$ cat src/rtl/neuron_pkg.sv
// Shared constants and types for the spike event encoder.
package neuron_pkg;

  localparam int unsigned ISI_W = 16;
  localparam logic [ISI_W-1:0] ISI_MAX = 16'hFFFF;

  localparam int unsigned BYTE_W        = 8;
  // A frame is sent most-significant byte first.
  localparam int unsigned FRAME_HI_BYTE = 1;
  localparam int unsigned FRAME_LO_BYTE = 0;

  typedef enum logic [1:0] {
    IDLE = 2'd0,
    HI   = 2'd1,
    LO   = 2'd2
  } ser_state_t;

endpackage

$ cat src/rtl/spike_event_encoder_if.sv
// Valid/ready byte stream carrying serialized ISI frames.
interface spike_event_encoder_if;
  logic       out_valid;
  logic       out_ready;
  logic [7:0] out_data;
  logic       out_last;

  modport master (output out_valid, output out_data, output out_last, input out_ready);
  modport slave  (input out_valid, input out_data, input out_last, output out_ready);
endinterface

$ cat src/rtl/spike_fifo.sv
// Synchronous show-ahead FIFO; a push while full is accepted only alongside a pop.
module spike_fifo #(
  parameter int unsigned WIDTH = 16,
  parameter int unsigned DEPTH = 4
) (
  input  logic                       clk,
  input  logic                       rst,
  input  logic                       push,
  input  logic [WIDTH-1:0]           din,
  input  logic                       pop,
  output logic [WIDTH-1:0]           dout,
  output logic                       full,
  output logic                       empty,
  output logic [$clog2(DEPTH):0]     level
);

  localparam int unsigned AW = $clog2(DEPTH);
  localparam logic [AW:0] FULL_LVL = (AW+1)'(DEPTH);

  logic [WIDTH-1:0] r_mem [DEPTH];
  logic [AW:0]      r_wr_ptr;
  logic [AW:0]      r_rd_ptr;
  logic             w_wr_en;
  logic             w_rd_en;

  always_comb begin
    level   = r_wr_ptr - r_rd_ptr;
    full    = (level == FULL_LVL);
    empty   = (level == '0);
    w_rd_en = pop && !empty;
    w_wr_en = push && (!full || w_rd_en);
    dout    = r_mem[r_rd_ptr[AW-1:0]];
  end

  always_ff @(posedge clk or posedge rst) begin
    if (rst) begin
      r_wr_ptr <= '0;
      r_rd_ptr <= '0;
    end else begin
      if (w_wr_en) r_wr_ptr <= r_wr_ptr + 1'b1;
      if (w_rd_en) r_rd_ptr <= r_rd_ptr + 1'b1;
    end
  end

  always_ff @(posedge clk) begin
    if (w_wr_en) r_mem[r_wr_ptr[AW-1:0]] <= din;
  end

endmodule

$ cat src/rtl/spike_event_encoder.sv
// Measures inter-spike intervals in enabled timesteps and streams each as a
// two-byte frame; overload drops are counted and flagged.
module spike_event_encoder
  import neuron_pkg::*;
#(
  parameter int unsigned DEPTH  = 4,
  parameter int unsigned DROP_W = 8
) (
  input  logic                     clk,
  input  logic                     rst,
  input  logic                     ena,
  input  logic                     spike_in,
  spike_event_encoder_if.master    out_if,
  output logic                     overflow,
  output logic [DROP_W-1:0]        drop_cnt,
  output logic [$clog2(DEPTH):0]   fifo_level
);

  logic [ISI_W-1:0] r_isi_cnt;
  logic [ISI_W-1:0] w_isi_inc;
  logic             w_push;
  logic             w_pop;
  logic             w_drop;
  logic             w_full;
  logic             w_empty;
  logic [ISI_W-1:0] w_fifo_dout;

  ser_state_t       r_state;
  ser_state_t       w_state_nxt;
  logic [ISI_W-1:0] r_frame;
  logic [ISI_W-1:0] w_frame_nxt;

  logic             r_overflow;
  logic [DROP_W-1:0] r_drop_cnt;

  always_comb begin
    w_isi_inc = (r_isi_cnt == ISI_MAX) ? ISI_MAX : r_isi_cnt + 1'b1;
    w_push    = ena && spike_in;
    w_drop    = w_push && w_full && !w_pop;
  end

  always_ff @(posedge clk or posedge rst) begin
    if (rst) begin
      r_isi_cnt <= '0;
    end else if (ena) begin
      r_isi_cnt <= spike_in ? '0 : w_isi_inc;
    end
  end

  spike_fifo #(
    .WIDTH (ISI_W),
    .DEPTH (DEPTH)
  ) u_fifo (
    .clk   (clk),
    .rst   (rst),
    .push  (w_push),
    .din   (w_isi_inc),
    .pop   (w_pop),
    .dout  (w_fifo_dout),
    .full  (w_full),
    .empty (w_empty),
    .level (fifo_level)
  );

  always_ff @(posedge clk or posedge rst) begin
    if (rst) begin
      r_overflow <= 1'b0;
      r_drop_cnt <= '0;
    end else if (w_drop) begin
      r_overflow <= 1'b1;
      if (r_drop_cnt != '1) r_drop_cnt <= r_drop_cnt + 1'b1;
    end
  end

  always_ff @(posedge clk or posedge rst) begin
    if (rst) begin
      r_state <= IDLE;
      r_frame <= '0;
    end else begin
      r_state <= w_state_nxt;
      r_frame <= w_frame_nxt;
    end
  end

  // Popping directly out of LO lets frames run back-to-back with no idle gap.
  always_comb begin
    w_state_nxt = r_state;
    w_frame_nxt = r_frame;
    w_pop       = 1'b0;
    unique case (r_state)
      IDLE: begin
        if (!w_empty) begin
          w_pop       = 1'b1;
          w_frame_nxt = w_fifo_dout;
          w_state_nxt = HI;
        end
      end
      HI: begin
        if (out_if.out_ready) w_state_nxt = LO;
      end
      LO: begin
        if (out_if.out_ready) begin
          if (!w_empty) begin
            w_pop       = 1'b1;
            w_frame_nxt = w_fifo_dout;
            w_state_nxt = HI;
          end else begin
            w_state_nxt = IDLE;
          end
        end
      end
      default: w_state_nxt = IDLE;
    endcase
  end

  always_comb begin
    out_if.out_valid = 1'b0;
    out_if.out_data  = '0;
    out_if.out_last  = 1'b0;
    unique case (r_state)
      HI: begin
        out_if.out_valid = 1'b1;
        out_if.out_data  = r_frame[FRAME_HI_BYTE*BYTE_W +: BYTE_W];
      end
      LO: begin
        out_if.out_valid = 1'b1;
        out_if.out_data  = r_frame[FRAME_LO_BYTE*BYTE_W +: BYTE_W];
        out_if.out_last  = 1'b1;
      end
      default: ;
    endcase
  end

  assign overflow = r_overflow;
  assign drop_cnt = r_drop_cnt;

endmodule

$ cat src/flat_wrapper.sv
// flat-port wrapper written by rule: the top's interface ports become plain ports
module spike_event_encoder_flat import neuron_pkg::*;
#(
  parameter int unsigned DEPTH  = 4,
  parameter int unsigned DROP_W = 8
)
  (clk, rst, ena, spike_in, overflow, drop_cnt, fifo_level, out_if_out_valid, out_if_out_data, out_if_out_last, out_if_out_ready);
  spike_event_encoder_if out_if_i ();
  input  logic clk;
  input  logic rst;
  input  logic ena;
  input  logic spike_in;
  output logic overflow;
  output logic [DROP_W-1:0] drop_cnt;
  output logic [$clog2(DEPTH):0] fifo_level;
  output wire logic [$bits(out_if_i.out_valid)-1:0] out_if_out_valid;
  output wire logic [$bits(out_if_i.out_data)-1:0] out_if_out_data;
  output wire logic [$bits(out_if_i.out_last)-1:0] out_if_out_last;
  input wire logic [$bits(out_if_i.out_ready)-1:0] out_if_out_ready;
  assign out_if_out_valid = out_if_i.out_valid;
  assign out_if_out_data = out_if_i.out_data;
  assign out_if_out_last = out_if_i.out_last;
  assign out_if_i.out_ready = out_if_out_ready;
  spike_event_encoder #(.DEPTH(DEPTH), .DROP_W(DROP_W)) u_core (.clk(clk), .rst(rst), .ena(ena), .spike_in(spike_in), .out_if(out_if_i), .overflow(overflow), .drop_cnt(drop_cnt), .fifo_level(fifo_level));
endmodule
$ cat config.mk
export PLATFORM = sky130hd
export DESIGN_NAME = spike_event_encoder_flat
export DESIGN_NICKNAME = d
export VERILOG_FILES = /design/src/rtl/neuron_pkg.sv /design/src/rtl/spike_event_encoder_if.sv /design/src/rtl/spike_fifo.sv /design/src/rtl/spike_event_encoder.sv /design/src/flat_wrapper.sv
export SDC_FILE = /design/constraint.sdc
export NUM_CORES = 1
export LEC_CHECK = 0
export CORE_MARGIN = 5
export CORE_UTILIZATION = 64
export CTS_BUF_LIST = sky130_fd_sc_hd__clkbuf_16
export DETAILED_ROUTE_END_ITERATION = 8
export PLACE_DENSITY = 0.91
export SLEW_MARGIN = 5
export SYNTH_ARGS = -nofsm -noshare
export SYNTH_HDL_FRONTEND = slang
export SYNTH_SLANG_ARGS = --single-unit
$ cat constraint.sdc
create_clock -name clk -period 3.81 [get_ports clk]
set_input_delay 0.5715 -clock clk [delete_from_list [all_inputs] [get_ports clk]]
set_output_delay 0.5715 -clock clk [all_outputs]
set_load 0.05 [all_outputs]
==> results_dict.tcl <==
set metrics [dict create \
    clock-sinks 113 \
    final_common_cell "edfxtp_1" \
    final_cell_area_sq_um 6200 \
    gp_congestion 0.859 \
    synth-compound-area-share 0.0764 \
    avgRoutedWirePerCell_microns 21.8 \
    seq_area_sq_um 3150 \
    powerDensity_nw_per_um2 877 \
    final_cell_mix "64 x edfxtp_1, 49 x dfrtp_1, 26 x clkdlybuf4s50_1" \
    min_from "u_core.u_fifo.r_wr_ptr[2]$_DFFE_PP0P_" \
    synthSimpleGateAreaFrac 0.102 \
    fin_skew_ns 0.0111 \
    initial_utilization 0.650 \
    arrival_ns 2.68 \
    finalCritPeriodShare 0.854 \
    startpoint_type "flip-flop" \
    synth_seq_cells 113 \
    power_leakage_nw 2.42 \
    setup_viol_count_final 0 \
    post-dp-hpwl_mm 6.64 \
    first_iter_violations 210 \
    h-tree-depth 4 \
    hold_class "flip-flop to flip-flop" \
    netlist.area_leader.share 0.366 \
    area_growth_pct 18.0 \
    timing.final.max_slew_violations 0 \
    io_buffers 26 \
    hold_path_depth 1 \
    grt_max_degree 50 \
    die_y_microns 101 \
    maxSlewHeadroom 0.323 \
    p_total_mw 5.44 \
    syn-mean-instance-area_sq_um 14.5 \
    synth_edf_count 64 \
    grt_pass1_wl_mm 18.1 \
    ff2ff_setup_slack_ns 0.84 \
    synth.area.mux_share 0.119 \
    critPathMaxFanout 5 \
    synth_nets 383 \
    ant_nets 0 \
    cts_resized 0 \
    num_rows 33 \
    peakVddDrop_uv 432 \
    reg2reg_depth 6 \
    r2r_end "u_core.u_fifo.r_mem[3][1]$_DFFE_PP_" \
    viasPerCell 6.33 \
    synth.distinct_cells 55 \
    cp_cell_sequence "inv_1, ha_1, fa_1, xor3_2, clkdlybuf4s50_1" \
    path_class "flip-flop to output port" \
    die_area_sq_um 10100 \
    worstReg2RegStart "u_core.u_fifo.r_wr_ptr[0]$_DFFE_PP0P_" \
    syn_area_sq_um 5260 \
    synth-xor-area-share 0.0364 \
    core_area_sq_um 8090 \
    root_buffer "clkbuf_16" \
    hold_ws_ns 0.510 \
    vias 3241 \
    routed_wl_mm 11.1 \
    yosys_warnings 0 \
    fillers 459 \
    drive_above_1_share 0.184 \
    post_dp_cell_area_sq_um 5580 \
    cts_buffers 17 \
    synthArstFlopShare 0.434 \
    hold_end "u_core.u_fifo.r_wr_ptr[2]$_DFFE_PP0P_" \
    postCtsHoldBufs 0 \
    synth_area_leaders "edfxtp_1 37%, dfrtp_1 23%, mux4_2 6.9%" \
    seq_area_frac_synth 0.599 \
    max_freq_ghz 0.307 \
    grtUsageTotal 0.242 \
    grt_overflow_total 0 \
    synth_cells 363 \
    final.setup.tns_ns 0 \
    clk-insertion-delay-late_ns 0.41 \
    dr.pass1.iters 5 \
    num-nets-final 414 \
    ioPinCount 27 \
    clk_pin_slew_ns 0.05 \
    die_width_microns 101 \
    clockBufferDepth 2 \
    hold_viol 0 \
    antenna_found_initial 0 \
    synthAdderAreaFrac 0.0371 \
    cap_violations 0 \
    n_antenna_cell 0 \
    cts_tree "built" \
    multi_input_area_sq_um 1950 \
    crit_buf_inv 2 \
    slowest_delay_ns 0.84 \
    crit_required_ns 3.24 \
    status "completed" \
    post_cts_buffers 0 \
    synth_flop_cell "edfxtp_1" \
    yosys.area.top_type "edfxtp_1" \
    synth_top_family_by_area "multiplexers" \
    cp_slowest_cell "clkdlybuf4s50_1" \
    endpoint_kind "output port" \
    post-route-drc-count 0 \
    rsz0062_at_grt "no" \
    grt_pass1_vias 3324 \
    crit_family "buffers and inverters" \
    worst_slew_pin_slew_ns 1.01 \
    layout_min_cycle_time_ns 3.25 \
]
[final cells by class]
class                           instances  share of cell area
Timing Repair Buffer                   29              0.0456
Multi-Input combinational cell        215               0.314
Clock buffer                           17              0.0686
Sequential cell                       113               0.507
Clock inverter                         15              0.0323
Tap cell                              105              0.0212
Inverter                               18              0.0109
[cell usage after synthesis, types with 2 or more instances]
| cell | count |
|---|---|
| a211oi_1 | 4 |
| a21oi_1 | 7 |
| a22oi_1 | 8 |
| a31oi_1 | 9 |
| a41oi_1 | 4 |
| and2_1 | 9 |
| and3_1 | 6 |
| and4_1 | 2 |
| buf_1 | 3 |
| buf_2 | 6 |
| buf_6 | 3 |
| clkbuf_1 | 5 |
| dfrtp_1 | 49 |
| edfxtp_1 | 64 |
| ha_1 | 14 |
| inv_1 | 18 |
| mux2_1 | 7 |
| mux2_4 | 11 |
| mux2i_1 | 2 |
| mux4_2 | 16 |
| nand2_1 | 16 |
| nand3_1 | 7 |
| nand3_2 | 2 |
| nand4_1 | 6 |
| nor2_1 | 9 |
| nor2_2 | 2 |
| nor2b_1 | 8 |
| nor3_1 | 4 |
| nor4_1 | 4 |
| o211ai_1 | 2 |
| o21ai_0 | 14 |
| o22ai_1 | 2 |
| xnor2_1 | 17 |
| xor2_1 | 2 |
[worst register-to-register path, cell delays in order (launching register included)]
cell and delay [ns]:
dfrtp_1 0.38, inv_1 0.12, ha_1 0.23, fa_1 0.39
xor3_2 0.32, a41oi_2 0.39, and2_1 0.76
[flip-flops by register name (all words and copies together), names as in the netlist]
signal	flops
u_core.r_frame	16
u_core.drop_cnt	8
u_core.r_isi_cnt	16
u_core.u_fifo.r_rd_ptr	3
u_core.u_fifo.r_wr_ptr	3
u_core.r_state	2
u_core.u_fifo.r_mem	64
u_core.overflow	1
[per-stage QoR]
step                 util  worst slack, ns  instances
floorplan               -             1.06        363
global placement    0.689             1.02        480
detailed placement  0.689            0.815        480
CTS                 0.767            0.547        512
global route        0.767            0.480        512
finish              0.767            0.556        512
[layer usage]
metal  GRT usage  vias to the layer above  share of wire
met2       0.405                      154           0.53
met3      0.0609                       22          0.053
met1       0.309                     1629           0.40
met5           0                        -              0
met4      0.0850                        0          0.017
li1            -                     1436              -
[cell families (layout without fill, tap and decap cells)]
logic type	Yosys count	count (layout)
multiplexers	36	36
AND/OR/NAND/NOR	85	85
buffers and inverters	35	79
XOR/XNOR	20	20
flip-flops	113	113
AO/OA/AOI/OAI	59	59
adder cells (fa/ha/maj)	15	15
[power breakdown]
group	switching, mW	internal [mW]
combinational	1.20	0.875
sequential	0.146	1.55
clock	0.527	1.14
[worst max-delay path by stage]
stage                                                     start                                    to  cells after the start
after floorplan                   u_core.r_state[0]$_DFFE_PP0P_                    out_if_out_data[0]                      5
after global placement                                 spike_in   u_core.u_fifo.r_mem[3][5]$_DFFE_PP_                      4
after detailed placement                               spike_in  u_core.u_fifo.r_mem[3][14]$_DFFE_PP_                      4
after CTS                 u_core.u_fifo.r_wr_ptr[0]$_DFFE_PP0P_                         fifo_level[2]                      5
after global routing      u_core.u_fifo.r_wr_ptr[0]$_DFFE_PP0P_                         fifo_level[2]                      5
final                     u_core.u_fifo.r_wr_ptr[0]$_DFFE_PP0P_                         fifo_level[2]                      5
Power figures use the tool's default switching activity.
==> variant, RTL diff (same flow settings) <==
The package constant `ISI_W` goes from 16 to 20.
--- a/src/rtl/neuron_pkg.sv
+++ b/src/rtl/neuron_pkg.sv
@@ -1,7 +1,7 @@
 // Shared constants and types for the spike event encoder.
 package neuron_pkg;
 
-  localparam int unsigned ISI_W = 16;
+  localparam int unsigned ISI_W = 20;
   localparam logic [ISI_W-1:0] ISI_MAX = 16'hFFFF;
 
   localparam int unsigned BYTE_W        = 8;
Function: same outputs for any inputs over 10 cycles, from zero or initial values and one cycle with rst high; that may be too few to reach the edited logic, so the function may still have changed.
==> variant against the unedited design <==
Final area grew 1.0%. Combinational power shrank 9%. Register-to-register slack lost 260 ps. Sequential share of layout area grew 1.1 points. Total power shrank 6.5%. Sequential power grew 5%. Worst setup slack lost 170 ps. Wire length shrank 1.6%. Sequential cell count grew 4. Area after synthesis grew 2.8%. Critical path type unchanged.
==> variant: results (changes against the unedited design) <==
{
  "run_status": {"value": "finished clean"},
  "critical_path_fanouts_max": {"value": 19, "change": "+14"},
  "detailedRoute.firstIterationViolations": {"value": 187, "change": "-11%"},
  "r2r_start": {"value": "u_core.u_fifo.r_rd_ptr[1]$_DFFE_PP0P_"},
  "nets": {"value": 435, "change": "+5.1%"},
  "worstMarginPinSlew": {"value": 1120, "unit": "ps", "change": "+102 ps"},
  "grt_use_total": {"value": 23.1, "unit": "%", "change": "-1.0 points"},
  "p_leak": {"value": 0.00248, "unit": "uW", "change": "+2.4%"},
  "dp_slack": {"value": 622, "unit": "ps", "change": "-193 ps"},
  "filler_cell_count": {"value": 450, "change": "-2.0%"},
  "arrival": {"value": 2850, "unit": "ps", "change": "+170 ps"},
  "synth_top_cells_by_area": {"value": "sky130_fd_sc_hd__edfxtp_1 36%, sky130_fd_sc_hd__dfrtp_1 25%, sky130_fd_sc_hd__mux4_2 6.7%"},
  "peakVddDrop": {"value": 0.000420, "unit": "V", "change": "-2.8%"},
  "global_route_wire_length_before_repair": {"value": 17900, "unit": "um", "change": "-1.1%"},
  "drt_pre_antenna_iters": {"value": 4, "change": "-1"},
  "synthArstFlopShare": {"value": 45.3, "unit": "%", "change": "+1.9 points"},
  "synthesis.nets": {"value": 408, "change": "+6.5%"},
  "wl_per_cell": {"value": 20.5, "unit": "um", "change": "-5.7%"},
  "layout-drive-gt1-share": {"value": 18.9, "unit": "%", "change": "+0.45 points"},
  "pin_count_of_the_biggest_net_entering_global_routing": {"value": 54, "change": "+8.0%"},
  "synth.distinct_cells": {"value": 50, "change": "-9.1%"},
  "route.final.wire_length": {"value": 11000, "unit": "um", "change": "-1.6%"},
  "finalWeightedCongestion": {"value": 0.904, "change": "+5.3%"},
  "swShare": {"value": 35.7, "unit": "%", "change": "+1.2 points"},
  "dp.cells": {"value": 502, "change": "+4.6%"}
}
[variant: per-layer routing]
layer  vias up  global-route usage [%]  part of all wire [%]
li1       1543                       -                     -
met1      1687                    30.7                    42
met2       109                    38.0                    51
met3        25                    6.42                   5.4
met4         0                    6.76                   1.8
met5         -                       0                     0
[variant: power by group through the flow]
stage / combinational [uW] / sequential, uW / clock, uW
final: 1890 / 1780 / 1410
after global routing: 2040 / 1810 / 1490
after CTS: 1910 / 1780 / 1430
after detailed placement: 1870 / 1800 / 0
after global placement: 1790 / 1770 / 0
after floorplan: 1390 / 1780 / 0
[variant: path summary, 6_finish.rpt]
| check | slack, ps | depth (start not counted) | to |
|---|---|---|---|
| worst max-delay path | 390 | 3 | fifo_level[1] |
| worst min-delay path | 500 | 1 | u_core.u_fifo.r_wr_ptr[2]$_DFFE_PP0P_ |
| worst max register to register | 580 | 5 | u_core.u_fifo.r_mem[3][10]$_DFFE_PP_ |
| worst min register to register | 500 | 1 | u_core.u_fifo.r_wr_ptr[2]$_DFFE_PP0P_ |
| max in group asynchronous | 2350 | 2 | u_core.r_frame[9]$_DFFE_PP0P_ |
| min in group asynchronous | 770 | 2 | u_core.r_isi_cnt[17]$_DFFE_PP0P_ |
[variant: cell type report]
| type | count | area (um^2) | area share [%] |
|---|---|---|---|
| Sequential cell | 117 | 3250 | 51.8 |
| Tap cell | 105 | 131 | 2.10 |
| Clock buffer | 18 | 450 | 7.19 |
| Clock inverter | 14 | 82.6 | 1.32 |
| Timing Repair Buffer | 31 | 298 | 4.75 |
| Multi-Input combinational cell | 239 | 2020 | 32.2 |
| Inverter | 10 | 37.5 | 0.599 |
[variant: kinds of logic after synthesis]
| family | after synthesis | synth area share [%] |
|---|---|---|
| AOI/OAI and AO/OA | 71 | 8.91 |
| xor gates and xnor gates | 23 | 4.00 |
| adders and majority gates | 14 | 3.38 |
| buffers and inverters | 33 | 2.59 |
| DFF | 117 | 60.1 |
| muxes | 37 | 11.0 |
| and+or+nand+nor | 94 | 10.0 |
[variant: critical path, cell delays in order (launching register included)]
cell                              delay, ps
sky130_fd_sc_hd__dfrtp_1                890
sky130_fd_sc_hd__fa_1                   590
sky130_fd_sc_hd__inv_1                  120
sky130_fd_sc_hd__clkdlybuf4s50_1        830
[variant: through the flow]
| step | cell area (um^2) | util [%] |
|---|---|---|
| after floorplan | 5410 | - |
| after global placement | 5730 | 69.8 |
| after detailed placement | 5730 | 69.8 |
| after CTS | 6270 | 76.3 |
| after global routing | 6270 | 76.3 |
| final | 6270 | 76.3 |
